--- config.mk ---
export PLATFORM = sky130hd
export DESIGN_NAME = vga_timing_gen_flat
export DESIGN_NICKNAME = d
export VERILOG_FILES = /design/src/rtl/vga_timing_gen_if.sv /design/src/rtl/vga_timing_gen.sv /design/src/flat_wrapper.sv
export SDC_FILE = /design/constraint.sdc
export NUM_CORES = 1
export LEC_CHECK = 0
export CORE_UTILIZATION = 40
export DETAILED_ROUTE_END_ITERATION = 16
export PLACE_DENSITY = 0.65
export SYNTH_ARGS = -nofsm -noshare
export SYNTH_HDL_FRONTEND = slang
export SYNTH_SLANG_ARGS = --single-unit
--- constraint.sdc ---
create_clock -name clk -period 3.9 [get_ports clk]
set_input_delay 0.39 -clock clk [delete_from_list [all_inputs] [get_ports clk]]
set_output_delay 0.39 -clock clk [all_outputs]
set_load 0.01 [all_outputs]
--- src/rtl/vga_timing_gen_if.sv ---
// vga_if: pixel stream bundle carrying counts, sync/blank flags and colour
// for one pixel per clock from the timing generator to downstream draw stages.
interface vga_if;
    logic [10:0] vcount;
    logic        vsync;
    logic        vblnk;
    logic [10:0] hcount;
    logic        hsync;
    logic        hblnk;
    logic [11:0] rgb;

    modport out (
        output vcount, vsync, vblnk, hcount, hsync, hblnk, rgb
    );

    modport in (
        input vcount, vsync, vblnk, hcount, hsync, hblnk, rgb
    );
endinterface

--- src/rtl/vga_timing_gen.sv ---
// vga_timing_gen: 800x600@60 (40 MHz) raster timing generator.
// Every field of the output bundle is registered from the same next-state
// values, so counts, sync/blank flags, colour and frame_start always describe
// one pixel in the same cycle.
// Optional feature macro: VGA_TIMING_BG_EN -- when defined, rgb carries a grey
// background (12'h888) in the visible area and black in blanking; when
// undefined, rgb is constantly black.
module vga_timing_gen #(
    parameter int H_ACTIVE = 800,
    parameter int H_FP     = 40,
    parameter int H_SYNC   = 128,
    parameter int H_BP     = 88,
    parameter int V_ACTIVE = 600,
    parameter int V_FP     = 1,
    parameter int V_SYNC   = 4,
    parameter int V_BP     = 23
) (
    input  logic clk,
    input  logic rst,
    input  logic en,
    vga_if.out   out,
    output logic frame_start
);

    localparam int H_TOTAL = H_ACTIVE + H_FP + H_SYNC + H_BP;
    localparam int V_TOTAL = V_ACTIVE + V_FP + V_SYNC + V_BP;

    localparam logic [10:0] H_LAST        = 11'(H_TOTAL - 1);
    localparam logic [10:0] V_LAST        = 11'(V_TOTAL - 1);
    localparam logic [10:0] H_BLANK_START = 11'(H_ACTIVE);
    localparam logic [10:0] H_SYNC_START  = 11'(H_ACTIVE + H_FP);
    localparam logic [10:0] H_SYNC_END    = 11'(H_ACTIVE + H_FP + H_SYNC);
    localparam logic [10:0] V_BLANK_START = 11'(V_ACTIVE);
    localparam logic [10:0] V_SYNC_START  = 11'(V_ACTIVE + V_FP);
    localparam logic [10:0] V_SYNC_END    = 11'(V_ACTIVE + V_FP + V_SYNC);

    logic [10:0] hcount_reg, hcount_next;
    logic [10:0] vcount_reg, vcount_next;
    logic        hsync_reg, hsync_next;
    logic        hblnk_reg, hblnk_next;
    logic        vsync_reg, vsync_next;
    logic        vblnk_reg, vblnk_next;
    logic [11:0] rgb_reg, rgb_next;
    logic        frame_start_reg, frame_start_next;

    // Next pixel position and all flags derived from it, so the registered
    // flags line up with the registered counts (no pipeline lag).
    always_comb begin
        hcount_next = hcount_reg + 11'd1;
        vcount_next = vcount_reg;
        // ">=" keeps the counters inside their legal range even from a corrupt state
        if (hcount_reg >= H_LAST) begin
            hcount_next = 11'd0;
            if (vcount_reg >= V_LAST) begin
                vcount_next = 11'd0;
            end else begin
                vcount_next = vcount_reg + 11'd1;
            end
        end

        hblnk_next = (hcount_next >= H_BLANK_START);
        hsync_next = (hcount_next >= H_SYNC_START) && (hcount_next < H_SYNC_END);
        vblnk_next = (vcount_next >= V_BLANK_START);
        vsync_next = (vcount_next >= V_SYNC_START) && (vcount_next < V_SYNC_END);

        frame_start_next = (hcount_next == 11'd0) && (vcount_next == 11'd0);

`ifdef VGA_TIMING_BG_EN
        rgb_next = (!hblnk_next && !vblnk_next) ? 12'h888 : 12'h000;
`else
        rgb_next = 12'h000;
`endif
    end

    // State update: reset wins over enable; a held enable freezes everything
    // except frame_start, which must never stay high for more than one cycle.
    always_ff @(posedge clk) begin
        if (rst) begin
            hcount_reg      <= 11'd0;
            vcount_reg      <= 11'd0;
            hsync_reg       <= 1'b0;
            hblnk_reg       <= 1'b0;
            vsync_reg       <= 1'b0;
            vblnk_reg       <= 1'b0;
            rgb_reg         <= 12'h000;
            frame_start_reg <= 1'b0;
        end else if (en) begin
            hcount_reg      <= hcount_next;
            vcount_reg      <= vcount_next;
            hsync_reg       <= hsync_next;
            hblnk_reg       <= hblnk_next;
            vsync_reg       <= vsync_next;
            vblnk_reg       <= vblnk_next;
            rgb_reg         <= rgb_next;
            frame_start_reg <= frame_start_next;
        end else begin
            frame_start_reg <= 1'b0;
        end
    end

    assign out.hcount  = hcount_reg;
    assign out.vcount  = vcount_reg;
    assign out.hsync   = hsync_reg;
    assign out.hblnk   = hblnk_reg;
    assign out.vsync   = vsync_reg;
    assign out.vblnk   = vblnk_reg;
    assign out.rgb     = rgb_reg;
    assign frame_start = frame_start_reg;

endmodule

--- src/flat_wrapper.sv ---
// flat-port wrapper written by rule: the top's interface ports become plain ports
module vga_timing_gen_flat 
#(
    parameter int H_ACTIVE = 800,
    parameter int H_FP     = 40,
    parameter int H_SYNC   = 128,
    parameter int H_BP     = 88,
    parameter int V_ACTIVE = 600,
    parameter int V_FP     = 1,
    parameter int V_SYNC   = 4,
    parameter int V_BP     = 23
)
  (clk, rst, en, frame_start, out_vcount, out_vsync, out_vblnk, out_hcount, out_hsync, out_hblnk, out_rgb);
  vga_if out_i ();
  input  logic clk;
  input  logic rst;
  input  logic en;
  output logic frame_start;
  output wire logic [$bits(out_i.vcount)-1:0] out_vcount;
  output wire logic [$bits(out_i.vsync)-1:0] out_vsync;
  output wire logic [$bits(out_i.vblnk)-1:0] out_vblnk;
  output wire logic [$bits(out_i.hcount)-1:0] out_hcount;
  output wire logic [$bits(out_i.hsync)-1:0] out_hsync;
  output wire logic [$bits(out_i.hblnk)-1:0] out_hblnk;
  output wire logic [$bits(out_i.rgb)-1:0] out_rgb;
  assign out_vcount = out_i.vcount;
  assign out_vsync = out_i.vsync;
  assign out_vblnk = out_i.vblnk;
  assign out_hcount = out_i.hcount;
  assign out_hsync = out_i.hsync;
  assign out_hblnk = out_i.hblnk;
  assign out_rgb = out_i.rgb;
  vga_timing_gen #(.H_ACTIVE(H_ACTIVE), .H_FP(H_FP), .H_SYNC(H_SYNC), .H_BP(H_BP), .V_ACTIVE(V_ACTIVE), .V_FP(V_FP), .V_SYNC(V_SYNC), .V_BP(V_BP)) u_core (.clk(clk), .rst(rst), .en(en), .out(out_i), .frame_start(frame_start));
endmodule
**Yosys cells after proc, flatten, opt, wreduce, memory -nomap -nowiden**

Index checks and enable logic that the tools add are counted.

- $add $sub $neg: 2
- $lt $le $gt $ge: 8
- Bitwise operators: 1
- Reduce and logical (&&, ||, !) cells: 6
- Multiplexer cells: 3

Operators with widths:

| operator | count |
|---|---|
| >= comparator 11 x 10 -> 1 bit (second input constant) | 5 |
| 2-to-1 mux 11 bit | 3 |
| adder 11 x 1 -> 11 bit (second input constant) | 2 |
| logical NOT 11 bit | 2 |
| < comparator 11 x 10 -> 1 bit (second input constant) | 2 |
| >= comparator 11 bit (second input constant) | 1 |
| logical AND 1 bit | 3 |
| OR reduction 2 bit | 1 |
| NOT 1 bit | 1 |

- Output and inout port bits: 39
- Register bits after elaboration: 27
- Word-level logic and storage cells: 27

**Longest topological paths before layout**

- Depth in word-level cells: 5
- Gate-level depth with buffers: 10

**Worst setup path after synthesis**

Ideal clock, no wire load.

- Kind: reg-to-reg
- Start: reg u_core.vcount_reg[0], in the netlist u_core.out.vcount[0]
- End: reg u_core.vsync_reg, in the netlist u_core.out.vsync
- Data required time: 3.812 ns
- Stages on the path, launching flop included: 9
- Arrival time: 2.466 ns
- Library setup time: 0.088 ns
- Buffers on the path: 0
- Path slack: 1.346 ns
- Cell sequence: dfxtp_1 ha_1 a2111o_1 a311oi_2 and3_4 and3_1 a21oi_1 or4b_4 o32ai_2

- Longest elaborated chain between the ends: 5
- Elaborated cells between the ends (all ways): 7

Ends and longest elaborated chain:

| what | line | RTL |
|---|---|---|
| start: declaration | vga_timing_gen.sv:38 | `logic [10:0] vcount_reg, vcount_next;` |
| start signal: assignment | vga_timing_gen.sv:89 | `vcount_reg <= vcount_next;` |
| adder 11 x 1 -> 11 bit / >= comparator 11 x 10 -> 1 bit (equally long branches) | vga_timing_gen.sv:57, vga_timing_gen.sv:54 |  |
| 2-to-1 mux 11 bit | vga_timing_gen.sv:54 | `if (vcount_reg >= V_LAST) begin` |
| 2-to-1 mux 11 bit * | vga_timing_gen.sv:52 | `if (hcount_reg >= H_LAST) begin` |
| >= comparator 11 x 10 -> 1 bit / < comparator 11 x 10 -> 1 bit (equally long branches) | vga_timing_gen.sv:64 | `vsync_next = (vcount_next >= V_SYNC_START) && (vcount_next < V_SYNC_END);` |
| logical AND 1 bit * | vga_timing_gen.sv:64 |  |
| end signal: assignment | vga_timing_gen.sv:92 | `vsync_reg <= vsync_next;` |
| end: declaration | vga_timing_gen.sv:41 | `logic vsync_reg, vsync_next;` |

Every way passes the cells marked *; elsewhere a longest branch is shown, timed or not.
A chain may end at the register's enable or synchronous reset.

**Final worst setup path**

- Start: reg u_core.hcount_reg[0], in the netlist u_core.out.hcount[0]
- End: reg u_core.vsync_reg, in the netlist u_core.out.vsync

- Longest elaborated chain between the ends: 4
- Elaborated cells between the ends (all ways): 5

Ends and longest elaborated chain:

| what | line | RTL |
|---|---|---|
| start: declaration | vga_timing_gen.sv:37 | `logic [10:0] hcount_reg, hcount_next;` |
| start signal: assignment | vga_timing_gen.sv:88 | `hcount_reg <= hcount_next;` |
| >= comparator 11 bit * | vga_timing_gen.sv:52 |  |
| 2-to-1 mux 11 bit * | vga_timing_gen.sv:52 |  |
| >= comparator 11 x 10 -> 1 bit / < comparator 11 x 10 -> 1 bit (equally long branches) | vga_timing_gen.sv:64 |  |
| logical AND 1 bit * | vga_timing_gen.sv:64 |  |

Marks and branches as above.

==> results.toml <==
[final_layout]
nFillCells = 478
drive_above_1_share_pct = 8.394
multi_input_area_um2 = 1239
diodes = 0
fin_nets = 280
area_growth_pct = 13.93
ff_latch_area_um2 = 540.5

[yosys]
synth_edf_count = 0
async_flop_share_pct = 0
yosysUniqueCellTypes = 60
ys_ff_latch = 27
synth_area_um2 = 1931
synth-warning-count = 0
yosysTopAreaCellShare_pct = 28.00
synth_flop_cell = "dfxtp_1"
synth_cells = 257
syn_area_per_cell_um2 = 7.512
synth_top_area_cell = "dfxtp_1"
synth.area.top_cells = "dfxtp_1 28%, nor2_1 7.2%, buf_4 5.4%"
synth_sequential_area_ratio_pct = 28.00
yosysMostFrequentCell = "nor2_1"
synthTopCellsByCount = "37 x nor2_1, 27 x dfxtp_1, 21 x nand2_1"

[setup_path]
worstSetupPathType = "reg2reg"
required_ps = 4090
slowest_delay_ps = 530
start_kind = "flop"
critPathSlowestCell = "dfxtp_1"
cp_cell_sequence = "ha_1 -> a21oi_1 -> o211ai_2 -> and2_2 -> nand2_1 -> o311ai_0 -> or4b_4 -> o32ai_2"
cp-end-kind = "flop"
crit_fanout = 20
reg2regPathDepth = 8
critPathArrivalTime_ps = 3110

[detailed_routing]
wl_per_cell_um = 14.16
drc = 0
ant_nets = 0
vias_per_cell = 5.773
drt-total-wl_mm = 4.616
first_pass_iters = 5
vias = 1882
drtIter0Drc = 133

[clocking]
clkLatencyLatePin_ps = 280
cts_tree = "done"
numCtsBuffers = 3
cts-htree-levels = 1
post_cts_buffers = 0
postCtsHoldBufs = 0
cts_resized = 0
clockRootBuffer = "clkbuf_8"
cts.sinks = 27
clock_path_buffers = 2
path_clk_slew_ps = 100

[place]
gp_congestion = 0.8674
port_buffers = 29
hpwl_mm = 3.299

[floorplan]
io_pins = 42
dieArea_um2 = 5109
fp.dieW_um = 71.48
rows = 24
die_height_um = 71.48
start_util_pct = 42.86
core_um2 = 4504

[global_route]
antenna_found_initial = 0
grt_pass1_wl_mm = 7.424
grt_usage_pct = 18.10
overflow = 0
grt_max_degree = 29
grt_pass1_vias = 1541

[power]
p_per_area_nw_per_um2 = 239.9
vdd_drop_max_mv = 0.1326
p_total_w = 0.0005276
power_leakage_nw = 0.7956

[sta]
setup_viol = 0
tns_ps = 0
post-route-period-util_pct = 75.02
grt_setup_unrepaired = "no"
tightestPinTransition_ps = 1042
fmax_mhz = 341.8
hold_viol = 0
slew_headroom_pct = 30.30
period_needed_ps = 2926
slew_viol_final = 0
skew_ps = 3.372

[outcome]
status = "completed"

[min_path]
hold-path-cell-count = 2
hold_path_class = "reg2reg"

[flow_run]
cap_violations = 0
-- cell type report --
| cell class | instances | area share, % |
|---|---|---|
| multi-input combinational | 210 | 56.31 |
| inverter | 3 | 0.5119 |
| sequential | 27 | 24.57 |
| tap | 52 | 2.958 |
| clock inverter | 1 | 0.2275 |
| clock buffer | 3 | 1.877 |
| timing repair buffer | 30 | 13.54 |
-- layer usage --
metal  track usage [%]  share of wire [%]
met5                 0                  0
met4             6.536                1.4
met3             2.110                5.0
met2             25.40                 41
met1             28.17                 53
-- worst max-delay path: cells and delay by family, from the launching register on --
family | cells | cell delay (ps)
and+or+nand+nor | 3 | 1130
AOI/OAI and AO/OA | 4 | 820
DFF | 1 | 530
adders and majority gates | 1 | 340
-- path summary, 6_finish.rpt --
path | startpoint | end | slack (ps)
worst max-delay path | u_core.out.hcount[0] | u_core.out.vsync | 970
worst min-delay path | u_core.out.hblnk | u_core.out.hblnk | 500
worst max register to register | u_core.out.hcount[0] | u_core.out.vsync | 970
worst min register to register | u_core.out.hblnk | u_core.out.hblnk | 500
-- cell families (layout without fill, tap and decap cells) --
family	count (synthesis)	after routing	share of synthesized area [%]
xor gates and xnor gates	7	7	3.176
DFF	27	27	28.00
adders and majority gates	2	2	1.296
muxes	4	4	2.139
other	1	12	0.1942
buffers and inverters	31	37	9.980
AOI/OAI and AO/OA	66	66	23.85
and+or+nand+nor	119	119	31.37
-- cells in the final DEF, fill, tap and decap left out, types with 3 or more instances in the layout --
cell,netlist,final
nor2_1,37,37
clkdlybuf4s50_1,0,29
dfxtp_1,27,27
nand2_1,21,21
a21oi_1,20,20
o21ai_0,16,16
nand3_1,12,12
conb_1,1,12
nor3_1,10,10
and3_1,8,8
nand4_1,6,6
xnor2_1,5,5
a211oi_1,5,5
nor3b_1,4,4
inv_1,3,3
mux2i_1,3,3
and3_2,3,3
clkbuf_8,2,3
-- report_power, final --
group          switching, W  internal (W)  total [W]
logic             0.0000369     0.0000279  0.0000648
clock network     0.0000964     0.0000719   0.000168
registers         0.0000124      0.000282   0.000295
total              0.000146      0.000382   0.000528
-- stage by stage --
step / instances / setup WS [ps] / hold WS (ps) / utilization (%) / instance area (um2)
floorplan: 268 / 1346 / 504.6 / - / 1972
global placement: 322 / 1086 / 484.7 / 47.81 / 2153
detailed placement: 322 / 1017 / 485.7 / 47.81 / 2153
CTS: 326 / 997.8 / 511.4 / 48.83 / 2200
global route: 326 / 763.1 / 527.6 / 48.83 / 2200
finish: 326 / 974.1 / 502.1 / 48.83 / 2200
Note: power is estimated with default switching activity, not from simulation.
==> variant: new RTL, same settings <==
The option `VGA_TIMING_BG_EN` is turned on by a define.
--- a/src/rtl/vga_timing_gen.sv
+++ b/src/rtl/vga_timing_gen.sv
@@ -5,6 +5,8 @@
 // Optional feature macro: VGA_TIMING_BG_EN -- when defined, rgb carries a grey
 // background (12'h888) in the visible area and black in blanking; when
 // undefined, rgb is constantly black.
+`define VGA_TIMING_BG_EN
+
 module vga_timing_gen #(
     parameter int H_ACTIVE = 800,
     parameter int H_FP     = 40,
Behaviour: not the same (a bounded check fails within 4 cycles, from zero or initial values and one cycle with rst high).
==> variant against the original RTL <==
Wire length is 20% higher; final cell count rose by 17%; power is 5.7% higher; non-clock buffer count up 6; via count up 15%; sequential cell count rose by 1; area after synthesis up 10%; hold slack got worse by 18 ps; critical endpoint unchanged; sequential power is 5% higher; clock skew fell by 1.6 ps; highest routed layer unchanged; final area is 12% higher; worst setup slack lost 83 ps; die area rose by 9.8%.
==> variant: results (changes against the original RTL) <==
Clock network
  • Post-cts gate resize count: 0 (unchanged)
  • Clk sinks: 28 (was 27)

Routing
  • WL met3: 360 um (was 229 um)
  • WL met2: 2.35 mm (was 1.89 mm)
  • Via count: 2163 (was 1882)
  • Initial DRC Count: 194 (was 133)
  • WL met1: 2.79 mm (was 2.43 mm)
  • Drt first pass iters: 5 (unchanged)
  • Via/cell ratio: 5.68 (was 5.77)
  • Post-Route WL: 5.54 mm (was 4.62 mm)

Finish
  • ClkCell Share: 1.68% (was 2.10%)
  • Fraction of area in non-clock buffers: 14.3% (was 13.5%)
  • Multi-In Gates: 235 (was 210)
  • Fillcell total: 526 (was 478)
  • Multi-input logic area: 1380 um2 (was 1240 um2)
  • Non-CTS buffers: 36 (was 30)
  • Multi-input gate share of total cell area: 56.3% (about the same)
  • Register area: 561 um2 (was 541 um2)
  • Layout cells sized above 1: 7.07% (was 8.39%)
  • Final nets: 318 (was 280)

Power
  • Worst VDD drop: 0.000138 V (was 0.000133 V)
  • Leakage: 0.769 nW (was 0.796 nW)

Outcome
  • Status: finished clean (unchanged)

Placement
  • DP Worst Slack: 951 ps (was 1020 ps)
  • Area after DPL: 2410 um2 (was 2150 um2)
  • Hpwl dp: 3.94 mm (was 3.30 mm)
  • Port buffer count: 32 (was 29)
  • Routability cong.: 0.922 (was 0.867)

Yosys
  • Sequential fraction of the synthesis area: 26.4% (was 28.0%)
  • Cells after synthesis: 296 (was 257)
  • Top post-synthesis cells by area: dfxtp_1 (26%), nor2_1 (7.2%), a21oi_1 (5.4%), buf_4 (4.6%), o21ai_0 (4.2%) (was dfxtp_1 (28%), nor2_1 (7.2%), buf_4 (5.4%), a21oi_1 (5.2%), o21ai_0 (4.1%))
  • Post-synth top cells: nor2_1 (41), dfxtp_1 (28), a21oi_1 (23) (was nor2_1 (37), dfxtp_1 (27), nand2_1 (21))
  • Synth cell types: 57 (was 60)
  • Async set-or-reset flop fraction in the synthesized netlist: 0% (unchanged)

Worst setup path
  • Critical path's slowest cell: a211oi_1 (was dfxtp_1)
  • Worst path top cell family by delay: compound AO/OA/AOI/OAI gates (was simple AND/OR/NAND/NOR gates)
  • Worst endpoint data arrival time: 3200 ps (was 3110 ps)
  • FF-to-FF path depth: 8 (unchanged)
  • CP Max Fanout: 16 (was 20)

GRT
  • GR met3 Demand/Resource: 2.54% (was 2.11%)
  • Global-route usage over all layers: 20.1% (was 18.1%)
  • Vias in the first global route: 1772 (was 1541)
  • Largest net degree at the start of global routing: 23 (was 29)
  • Met2 Use GR: 30.1% (was 25.4%)
  • Met1 Use GR: 30.8% (was 28.2%)
  • Initial antenna violation count: 0 (unchanged)

Floorplan
  • Core ar.: 5110 um2 (was 4500 um2)

Timing
  • Rel. slew slack: 60.6% (was 30.3%)
  • Worst Skew: 1.80 ps (was 3.37 ps)
## variant: kinds of logic (layout without fill, tap and decap cells)
logic type                 Yosys count  in the layout  share of synthesized area (%)
buffers and inverters               41             48                           9.95
muxes                                3              3                           1.41
DFF                                 28             28                           26.4
adders and majority gates            2              2                           1.18
xor gates and xnor gates             4              4                           1.65
and+or+nand+nor                    131            131                           30.9
other                                1              9                          0.177
AOI/OAI and AO/OA                   86             86                           28.4
## variant: path summary, 6_finish.rpt
path,endpoint,from,slack [ps]
max reg2reg,u_core.out.vsync,u_core.out.hcount[0],890
min reg2reg,u_core.out.hblnk,u_core.out.hblnk,480
max,u_core.out.vsync,u_core.out.hcount[0],890
min,u_core.out.hblnk,u_core.out.hblnk,480
## variant: power by group
part	switching (mW)	internal, mW
logic	0.0444	0.0376
clock network	0.0969	0.0696
registers	0.0157	0.294
